<file path="config.mk">
export PLATFORM = sky130hd
export DESIGN_NAME = pwm_capture_flat
export DESIGN_NICKNAME = d
export VERILOG_FILES = /design/src/rtl/pwm_cap_pkg.sv /design/src/rtl/pwm_capture_if.sv /design/src/rtl/pwm_in_sync.sv /design/src/rtl/pwm_capture.sv /design/src/flat_wrapper.sv
export SDC_FILE = /design/constraint.sdc
export NUM_CORES = 1
export LEC_CHECK = 0
export CAP_MARGIN = 25
export CORE_MARGIN = 5
export CORE_UTILIZATION = 40
export CTS_BUF_LIST = sky130_fd_sc_hd__clkbuf_8
export DETAILED_ROUTE_END_ITERATION = 7
export PLACE_DENSITY = 0.67
export SYNTH_ARGS = -nofsm -noshare
export SYNTH_HDL_FRONTEND = slang
export SYNTH_SLANG_ARGS = --single-unit
</file>
<file path="constraint.sdc">
create_clock -name clk -period 10.06 [get_ports clk]
set_input_delay 2.012 -clock clk [delete_from_list [all_inputs] [get_ports clk]]
set_output_delay 2.012 -clock clk [all_outputs]
set_load 0.005 [all_outputs]
</file>
<file path="src/rtl/pwm_cap_pkg.sv">
// Shared definitions for the PWM capture block: FSM states, counter limit and result record.
package pwm_cap_pkg;

    typedef enum logic [1:0] {
        IDLE,
        ARM,
        HIGH,
        LOW
    } cap_state_e;

    // Widest counter the result record can carry; pwm_capture requires CNT_W <= RES_W_MAX.
    localparam int RES_W_MAX = 32;

    typedef struct packed {
        logic [RES_W_MAX-1:0] period;
        logic [RES_W_MAX-1:0] high_time;
    } result_t;

    function automatic logic [RES_W_MAX-1:0] cnt_max(input int w);
        return RES_W_MAX'((64'd1 << w) - 64'd1);
    endfunction

endpackage

</file>
<file path="src/rtl/pwm_capture_if.sv">
// Result channel of pwm_capture: period/high_time payload with a valid/ready handshake.
interface pwm_capture_if #(
    parameter int CNT_W = 28
) ();

    logic [CNT_W-1:0] period;
    logic [CNT_W-1:0] high_time;
    logic             meas_valid;
    logic             meas_ready;

    modport master (
        output period,
        output high_time,
        output meas_valid,
        input  meas_ready
    );

    modport slave (
        input  period,
        input  high_time,
        input  meas_valid,
        output meas_ready
    );

endinterface

</file>
<file path="src/rtl/pwm_in_sync.sv">
// Synchroniser, optional glitch filter (PWM_CAP_FILTER_EN) and registered edge detect for pwm_i.
module pwm_in_sync #(
    parameter int SYNC_STAGES = 2,
    parameter int FILTER_LEN  = 4
) (
    input  logic clk,
    input  logic rst,
    input  logic pwm_i,
    output logic level_o,
    output logic rise_o,
    output logic fall_o
);

    logic [SYNC_STAGES-1:0] sync_q;
    logic                   lvl;
    logic                   prev_q;
    logic                   rise_q;
    logic                   fall_q;

    always_ff @(posedge clk or posedge rst) begin
        if (rst) begin
            sync_q <= '0;
        end else begin
            sync_q <= {sync_q[SYNC_STAGES-2:0], pwm_i};
        end
    end

`ifdef PWM_CAP_FILTER_EN
    localparam int FCW = $clog2(FILTER_LEN + 1);

    logic [FCW-1:0] fcnt_q, fcnt_d;
    logic           filt_q, filt_d;

    // A new level must be seen on FILTER_LEN consecutive samples; any return to the old level restarts.
    always_comb begin
        filt_d = filt_q;
        fcnt_d = '0;
        if (sync_q[SYNC_STAGES-1] != filt_q) begin
            if (fcnt_q == FCW'(FILTER_LEN - 1)) begin
                filt_d = sync_q[SYNC_STAGES-1];
            end else begin
                fcnt_d = fcnt_q + FCW'(1);
            end
        end
    end

    always_ff @(posedge clk or posedge rst) begin
        if (rst) begin
            filt_q <= 1'b0;
            fcnt_q <= '0;
        end else begin
            filt_q <= filt_d;
            fcnt_q <= fcnt_d;
        end
    end

    assign lvl = filt_q;
`else
    localparam int filter_len_unused = FILTER_LEN;

    assign lvl = sync_q[SYNC_STAGES-1];
`endif

    always_ff @(posedge clk or posedge rst) begin
        if (rst) begin
            prev_q <= 1'b0;
            rise_q <= 1'b0;
            fall_q <= 1'b0;
        end else begin
            prev_q <= lvl;
            rise_q <= lvl & ~prev_q;
            fall_q <= ~lvl & prev_q;
        end
    end

    // prev_q is the level the current edge pulses refer to.
    assign level_o = prev_q;
    assign rise_o  = rise_q;
    assign fall_o  = fall_q;

endmodule

</file>
<file path="src/rtl/pwm_capture.sv">
// PWM period / high-time capture with valid/ready result channel and sticky overrun/timeout flags.
// Build option: define PWM_CAP_FILTER_EN to enable the input glitch filter in pwm_in_sync.
module pwm_capture
    import pwm_cap_pkg::*;
#(
    parameter int CNT_W       = 28,
    parameter int SYNC_STAGES = 2,
    parameter int FILTER_LEN  = 4
) (
    input  logic          clk,
    input  logic          rst,
    input  logic          pwm_in,
    input  logic          enable,
    pwm_capture_if.master meas,
    output logic          overrun,
    output logic          timeout
);

    localparam logic [RES_W_MAX-1:0] CntMaxW = cnt_max(CNT_W);
    localparam logic [CNT_W-1:0]     CntMax  = CntMaxW[CNT_W-1:0];

    logic [1:0]       rst_sync_q;
    logic             rst_int;

    logic             level_unused;
    logic             rise;
    logic             fall;

    cap_state_e       state_q, state_d;
    logic [CNT_W-1:0] cnt_q, cnt_d;
    logic [CNT_W-1:0] hi_q, hi_d;
    logic             done;
    logic             sat;

    logic             en_q;
    logic             en_rise;
    logic             hs;
    result_t          res_q, res_d;
    logic             valid_q, valid_d;
    logic             overrun_q, overrun_d;
    logic             timeout_q, timeout_d;

    // Reset asserts asynchronously but is released two clocks after rst drops.
    always_ff @(posedge clk or posedge rst) begin
        if (rst) begin
            rst_sync_q <= 2'b11;
        end else begin
            rst_sync_q <= {rst_sync_q[0], 1'b0};
        end
    end

    assign rst_int = rst_sync_q[1];

    pwm_in_sync #(
        .SYNC_STAGES (SYNC_STAGES),
        .FILTER_LEN  (FILTER_LEN)
    ) u_sync (
        .clk     (clk),
        .rst     (rst_int),
        .pwm_i   (pwm_in),
        .level_o (level_unused),
        .rise_o  (rise),
        .fall_o  (fall)
    );

    always_comb begin
        state_d = state_q;
        cnt_d   = cnt_q;
        hi_d    = hi_q;
        done    = 1'b0;
        sat     = 1'b0;
        if (!enable) begin
            state_d = IDLE;
            cnt_d   = '0;
        end else begin
            unique case (state_q)
                IDLE: state_d = ARM;
                ARM: begin
                    if (rise) begin
                        state_d = HIGH;
                        cnt_d   = CNT_W'(1);
                    end
                end
                HIGH, LOW: begin
                    if (cnt_q == CntMax) begin
                        state_d = ARM;
                        cnt_d   = '0;
                        sat     = 1'b1;
                    end else begin
                        cnt_d = cnt_q + CNT_W'(1);
                        if (state_q == HIGH && fall) begin
                            state_d = LOW;
                            hi_d    = cnt_q;
                        end
                        // Closing rise also opens the next period, so consecutive periods are all measured.
                        if (state_q == LOW && rise) begin
                            state_d = HIGH;
                            cnt_d   = CNT_W'(1);
                            done    = 1'b1;
                        end
                    end
                end
                default: state_d = IDLE;
            endcase
        end
    end

    assign en_rise = enable & ~en_q;
    assign hs      = valid_q & meas.meas_ready;

    always_comb begin
        res_d     = res_q;
        valid_d   = valid_q;
        overrun_d = overrun_q;
        timeout_d = timeout_q;
        if (hs) begin
            valid_d = 1'b0;
            res_d   = '0;
        end
        if (done) begin
            if (!valid_q || meas.meas_ready) begin
                valid_d         = 1'b1;
                res_d.period    = RES_W_MAX'(cnt_q);
                res_d.high_time = RES_W_MAX'(hi_q);
            end else begin
                overrun_d = 1'b1;
            end
        end
        if (sat) begin
            timeout_d = 1'b1;
        end
        if (en_rise) begin
            overrun_d = 1'b0;
            timeout_d = 1'b0;
        end
    end

    always_ff @(posedge clk or posedge rst_int) begin
        if (rst_int) begin
            state_q   <= IDLE;
            cnt_q     <= '0;
            hi_q      <= '0;
            en_q      <= 1'b0;
            res_q     <= '0;
            valid_q   <= 1'b0;
            overrun_q <= 1'b0;
            timeout_q <= 1'b0;
        end else begin
            state_q   <= state_d;
            cnt_q     <= cnt_d;
            hi_q      <= hi_d;
            en_q      <= enable;
            res_q     <= res_d;
            valid_q   <= valid_d;
            overrun_q <= overrun_d;
            timeout_q <= timeout_d;
        end
    end

    assign meas.period     = res_q.period[CNT_W-1:0];
    assign meas.high_time  = res_q.high_time[CNT_W-1:0];
    assign meas.meas_valid = valid_q;
    assign overrun         = overrun_q;
    assign timeout         = timeout_q;

    generate
        if (CNT_W < RES_W_MAX) begin : g_res_pad
            logic res_pad_unused;
            assign res_pad_unused = |{res_q.period[RES_W_MAX-1:CNT_W],
                                      res_q.high_time[RES_W_MAX-1:CNT_W]};
        end
    endgenerate

endmodule

</file>
<file path="src/flat_wrapper.sv">
// flat-port wrapper written by rule: the top's interface ports become plain ports
module pwm_capture_flat import pwm_cap_pkg::*;
#(
    parameter int CNT_W       = 28,
    parameter int SYNC_STAGES = 2,
    parameter int FILTER_LEN  = 4
)
  (clk, rst, pwm_in, enable, overrun, timeout, meas_period, meas_high_time, meas_meas_valid, meas_meas_ready);
  pwm_capture_if #(.CNT_W(CNT_W)) meas_i ();
  input  logic clk;
  input  logic rst;
  input  logic pwm_in;
  input  logic enable;
  output logic overrun;
  output logic timeout;
  output wire logic [$bits(meas_i.period)-1:0] meas_period;
  output wire logic [$bits(meas_i.high_time)-1:0] meas_high_time;
  output wire logic [$bits(meas_i.meas_valid)-1:0] meas_meas_valid;
  input wire logic [$bits(meas_i.meas_ready)-1:0] meas_meas_ready;
  assign meas_period = meas_i.period;
  assign meas_high_time = meas_i.high_time;
  assign meas_meas_valid = meas_i.meas_valid;
  assign meas_i.meas_ready = meas_meas_ready;
  pwm_capture #(.CNT_W(CNT_W), .SYNC_STAGES(SYNC_STAGES), .FILTER_LEN(FILTER_LEN)) u_core (.clk(clk), .rst(rst), .pwm_in(pwm_in), .enable(enable), .meas(meas_i), .overrun(overrun), .timeout(timeout));
endmodule
</file>
Yosys cells after proc, flatten, opt, wreduce, memory -nomap -nowiden

Cells that the tools add are included.

Bits in registers: 133
Output and inout port bits: 59
Logic and storage cells: 72

$add $sub $neg: 1
Equality and inequality tests: 8
Multiplexer cells: 29
Bitwise logic cells: 8
Reduce and logical (&&, ||, !) cells: 12

Operators with widths:

| operator                | number |
|---|---|
| $mux W64                | 3 |
| $mux W28                | 4 |
| $pmux W28 S2            | 1 |
| $add A28 B1 Y28 const B | 1 |
| $eq A28 B28 Y1 const B  | 1 |
| $mux W1                 | 15 |
| $mux W2                 | 5 |
| $pmux W2 S3             | 1 |
| $reduce_and A2 Y1       | 3 |
| $ne A5 B2 Y1 const B    | 1 |
| $and A1 B1 Y1           | 4 |
| $eq A2 B2 Y1 const B    | 2 |
| $not A1 Y1              | 4 |
| $reduce_and A4 Y1       | 1 |
| $reduce_bool A2 Y1      | 2 |
| $ne A3 B1 Y1 const B    | 1 |
| $ne A3 B3 Y1 const B    | 1 |
| $eq A2 B1 Y1 const B    | 1 |
| $logic_and A1 B1 Y1     | 2 |
| $logic_not A2 Y1        | 1 |
| $ne A2 B1 Y1 const B    | 1 |
| $reduce_or A2 Y1        | 1 |
| $logic_not A1 Y1        | 1 |
| $logic_or A1 B1 Y1      | 1 |

Depth between registers and ports, before layout

Depth after elaboration: 8
Mapped depth: 9

Hierarchy

Synthesis repeated with hierarchy kept, for this count alone.

Cell total of the unflattened synthesis: 437
Area, all modules: 5,365.1 um2

By module, submodules not included:

| module      | times used | cells each | area each (um2) |
|---|---|---|---|
| pwm_capture | 1          | 429        | 5,221.3 |
| pwm_in_sync | 1          | 8          | 143.9 |

Least setup slack after synthesis

Ideal clock, no wire load.

Kind: input to register
From: in enable
To: reg u_core.cnt_q[18]
Library setup time: 0.082 ns
Arrival time: 2.965 ns
Data required time: 9.978 ns
Setup slack: 7.013 ns
Stages: 5
Cells stage by stage: a21bo_2 nor2_1 clkbuf_1 a31oi_1 o22ai_1

Longest elaborated chain between the ends: 2

Ends and longest elaborated chain:

| item                                                                 | RTL line           | text |
|---|---|---|
| from (decl)                                                          | flat_wrapper.sv:13 | `input logic enable;` |
| $ne A3 B1 Y1 (no source line) / $ne A3 B3 Y1 (equally long branches) | --                 |  |
| $reduce_and A2 Y1 (no source line)                                   | --                 |  |
| to (signal assigned)                                                 | pwm_capture.sv:150 | `cnt_q <= cnt_d;` |
| to (decl)                                                            | pwm_capture.sv:30  | `logic [CNT_W-1:0] cnt_q, cnt_d;` |

Parallel ways exist; a longest one is shown, timed or not.
A chain may end at the register's enable or synchronous reset.

Worst setup path after layout

From: in enable
To: reg u_core.hi_q[27]

Longest elaborated chain between the ends: 1

Ends and longest elaborated chain:

| item                               | RTL line           | text |
|---|---|---|
| $reduce_and A4 Y1 (no source line) | --                 |  |
| to (signal assigned)               | pwm_capture.sv:151 | `hi_q <= hi_d;` |
| to (decl)                          | pwm_capture.sv:31  | `logic [CNT_W-1:0] hi_q, hi_d;` |

Every way passes these cells.

==> key figures <==
Status
  • Outcome: finished clean

Layout
  • Most frequent standard cell in the layout excluding fill and tap cells: dfrtp_1
  • Share of layout cells above drive strength 1: 0.0782
  • Most frequent cells in the layout: 123 x dfrtp_1, 88 x mux2i_1, 68 x nand2_1
  • Antenna diodes: 0
  • P&R area growth vs syn: 21.3%
  • Nets: 581

Global route
  • First-pass GRT wire length: 20.4 mm
  • Vias in the first global route: 4,022
  • Overflow left after global routing: 0
  • Initial antenna violation count: 0
  • All-Layer GR Usage: 0.154
  • Largest net degree at the start of global routing: 85

Power
  • Power Internal: 872 uW
  • Flop pwr share: 0.502
  • Total power: 1.15 mW
  • Switch Pwr: 278 uW
  • Peak supply drop: 0.0834 mV
  • Clk network pwr share: 0.375
  • LEAKAGE: 3.53 nW
  • PwrDens: 170 nW/um2
  • Comb power frac: 0.123
  • Sw Ratio: 0.242

Placement
  • Final GP Congestion: 0.858
  • HPWL Detailed: 8.01 mm
  • Port Buf Inserts: 63

Worst setup path
  • Worst EP required: 10.35 ns
  • WP depth: 6
  • Reg2reg path depth: 6
  • Critical Path Source Type: input pin
  • Bufs and invs on worst path: 2
  • Worst Setup End Kind: register
  • Max stage delay on crit path: 0.79 ns
  • WS Path Type: in -> reg
  • Critical-path top delay cell: a31oi_4
  • Crit-path max FO: 35
  • CP delay by family, top: buffers and inverters
  • Arrival time worst endpoint: 4.97 ns
  • Crit path cell chain: clkdlybuf4s50_1 -> nand2_1 -> a31oi_4 -> nand3b_1 -> buf_4 -> mux2i_1

Floorplanning
  • Die width: 128 um
  • I/O pin total: 64
  • # rows: 43
  • CORE AREA: 13,800 um2
  • Die area: 16,400 um2
  • Starting Density: 0.405
  • Chip height: 128 um

Logic synthesis
  • Post-Syn Nets: 520
  • EDFF count, synth: 0
  • Main area contributors after synthesis: dfrtp_1 55%, mux2i_1 16%, nand2_1 4.6%, inv_1 3.8%, a31oi_1 2.6%
  • Post-Syn Area: 5580 um2
  • Post-synth ARST share: 1.00
  • Gate Count Post-Synth: 514
  • Synth area leader: dfrtp_1
  • Synthesis-stage register bit count: 125
  • Ys flop type: dfrtp_1
  • Warnings from Yosys: 0
  • Register area share after synthesis: 0.561
  • Yosys top cell area share: 0.551
  • Distinct cells, synth: 40
  • Syn Area/Cell: 10.9 um2

Timing
  • Hold_ws: 0.282 ns
  • Slew headroom: 0.365
  • Minimum clock period: 4.68 ns
  • Fmax: 214 MHz
  • Final setup viols: 0
  • Period utilisation layout: 0.465
  • Count of final max-slew check failures: 0
  • Unrepaired setup endpoints after global routing: false
  • Post-route setup TNS: 0 ns
  • Fin. Hold Viols: 0
  • Actual slew at the worst max-slew pin: 0.952 ns
  • Final Skew: 0.0146 ns

Clocking
  • H-tree levels: 4
  • Setup bufs post-CTS: 0
  • Max Root-Sink Buffers: 2
  • Resized cells post-CTS: 0
  • Clock slew at reported path FFs: 0.07 ns
  • Worst-skew pair later-pin latency: 0.43 ns
  • Root Driver: clkbuf_8
  • CTS tree: yes
  • Num Clock Sinks: 125
  • Total CTS buffers: 17
  • CTS Hold Bufs: 0

Route
  • First-pass DRT Iterations: 5
  • Post-route ant nets: 0
  • DRC violation total after the first TritonRoute iteration: 252
  • DRT Wirelength: 12.2 mm
  • DRC: 0
  • Via count: 3,985
  • Drt wl/cell: 15.9 um
  • Post-DR vias/cell: 5.19

Flow run
  • MaxCap Viol Count: 0

Worst hold path
  • Hold Path Class: reg -> async
-- flip-flops by register name, summed over array words and instances (netlist names), 2 cells and up --
| name | cells |
|---|---|
| u_core.state_q | 2 |
| u_core.cnt_q | 28 |
| u_core.rst_sync_q | 2 |
| u_core.u_sync.sync_q | 2 |
| u_core.hi_q | 28 |
| u_core.meas.period | 28 |
| u_core.meas.high_time | 28 |
-- cell families after synthesis --
group           Yosys count  synth area share
compound gates           52            0.0610
xor+xnor                  5           0.00784
fa+ha+maj                 1           0.00224
buf+inv                  87            0.0697
flops                   125             0.561
mux                      88             0.158
other cells               1          0.000672
simple gates            155             0.140
-- final timing paths --
path	from	slack, ns	end
max	enable	5.38	u_core.hi_q[27]
min	u_core.rst_sync_q[1]	0.28	u_core.meas.period[18]
max reg2reg	u_core.cnt_q[11]	6.59	u_core.hi_q[27]
min reg2reg	u_core.rst_sync_q[1]	0.28	u_core.meas.period[18]
max in group asynchronous	rst	8.14	u_core.rst_sync_q[0]
min in group clk	u_core.u_sync.sync_q[0]	0.35	u_core.u_sync.sync_q[1]
-- area by class of cell --
type	count	area, um2
clock buffers	18	248
well taps	180	225
fillers	1310	7000
repair buffers	71	739
flip-flops and latches	125	3130
inverters	58	220
clock inverters	14	138
multi-input cells	302	2070
-- routing by layer --
| layer | up-vias | wire length (um) | GRT usage |
|---|---|---|---|
| li1 | 1869 | - | - |
| met1 | 2011 | 5690 | 0.213 |
| met2 | 90 | 5770 | 0.234 |
| met3 | 15 | 543 | 0.0488 |
| met4 | 0 | 180 | 0.0462 |
| met5 | - | 0 | 0 |
-- power groups by stage --
stage	Sequential, mW	Combinational (mW)	Clock [mW]
finish	0.577	0.141	0.431
floorplan	0.585	0.0695	0
global route	0.582	0.161	0.466
CTS	0.578	0.144	0.441
detailed placement	0.587	0.143	0
global placement	0.585	0.137	0
-- cells in the mapped netlist (8+ instances only) --
cell type	instances
inv_1	57
dfrtp_1	123
nand2_1	69
mux2i_1	88
nand3_1	21
buf_2	8
nor2_1	15
nand4_1	17
o22ai_1	10
a31oi_1	23
clkbuf_1	13
-- stage by stage --
step | utilization | std cells | area [um2] | setup WS, ns
after floorplan | - | 514 | 5580 | 6.46
after global placement | 0.458 | 732 | 6310 | 5.02
after detailed placement | 0.459 | 733 | 6320 | 4.85
after CTS | 0.487 | 765 | 6710 | 5.32
after global routing | 0.492 | 768 | 6770 | 5.15
final | 0.492 | 768 | 6770 | 5.38
No activity file was read; power rests on OpenSTA's default activity.
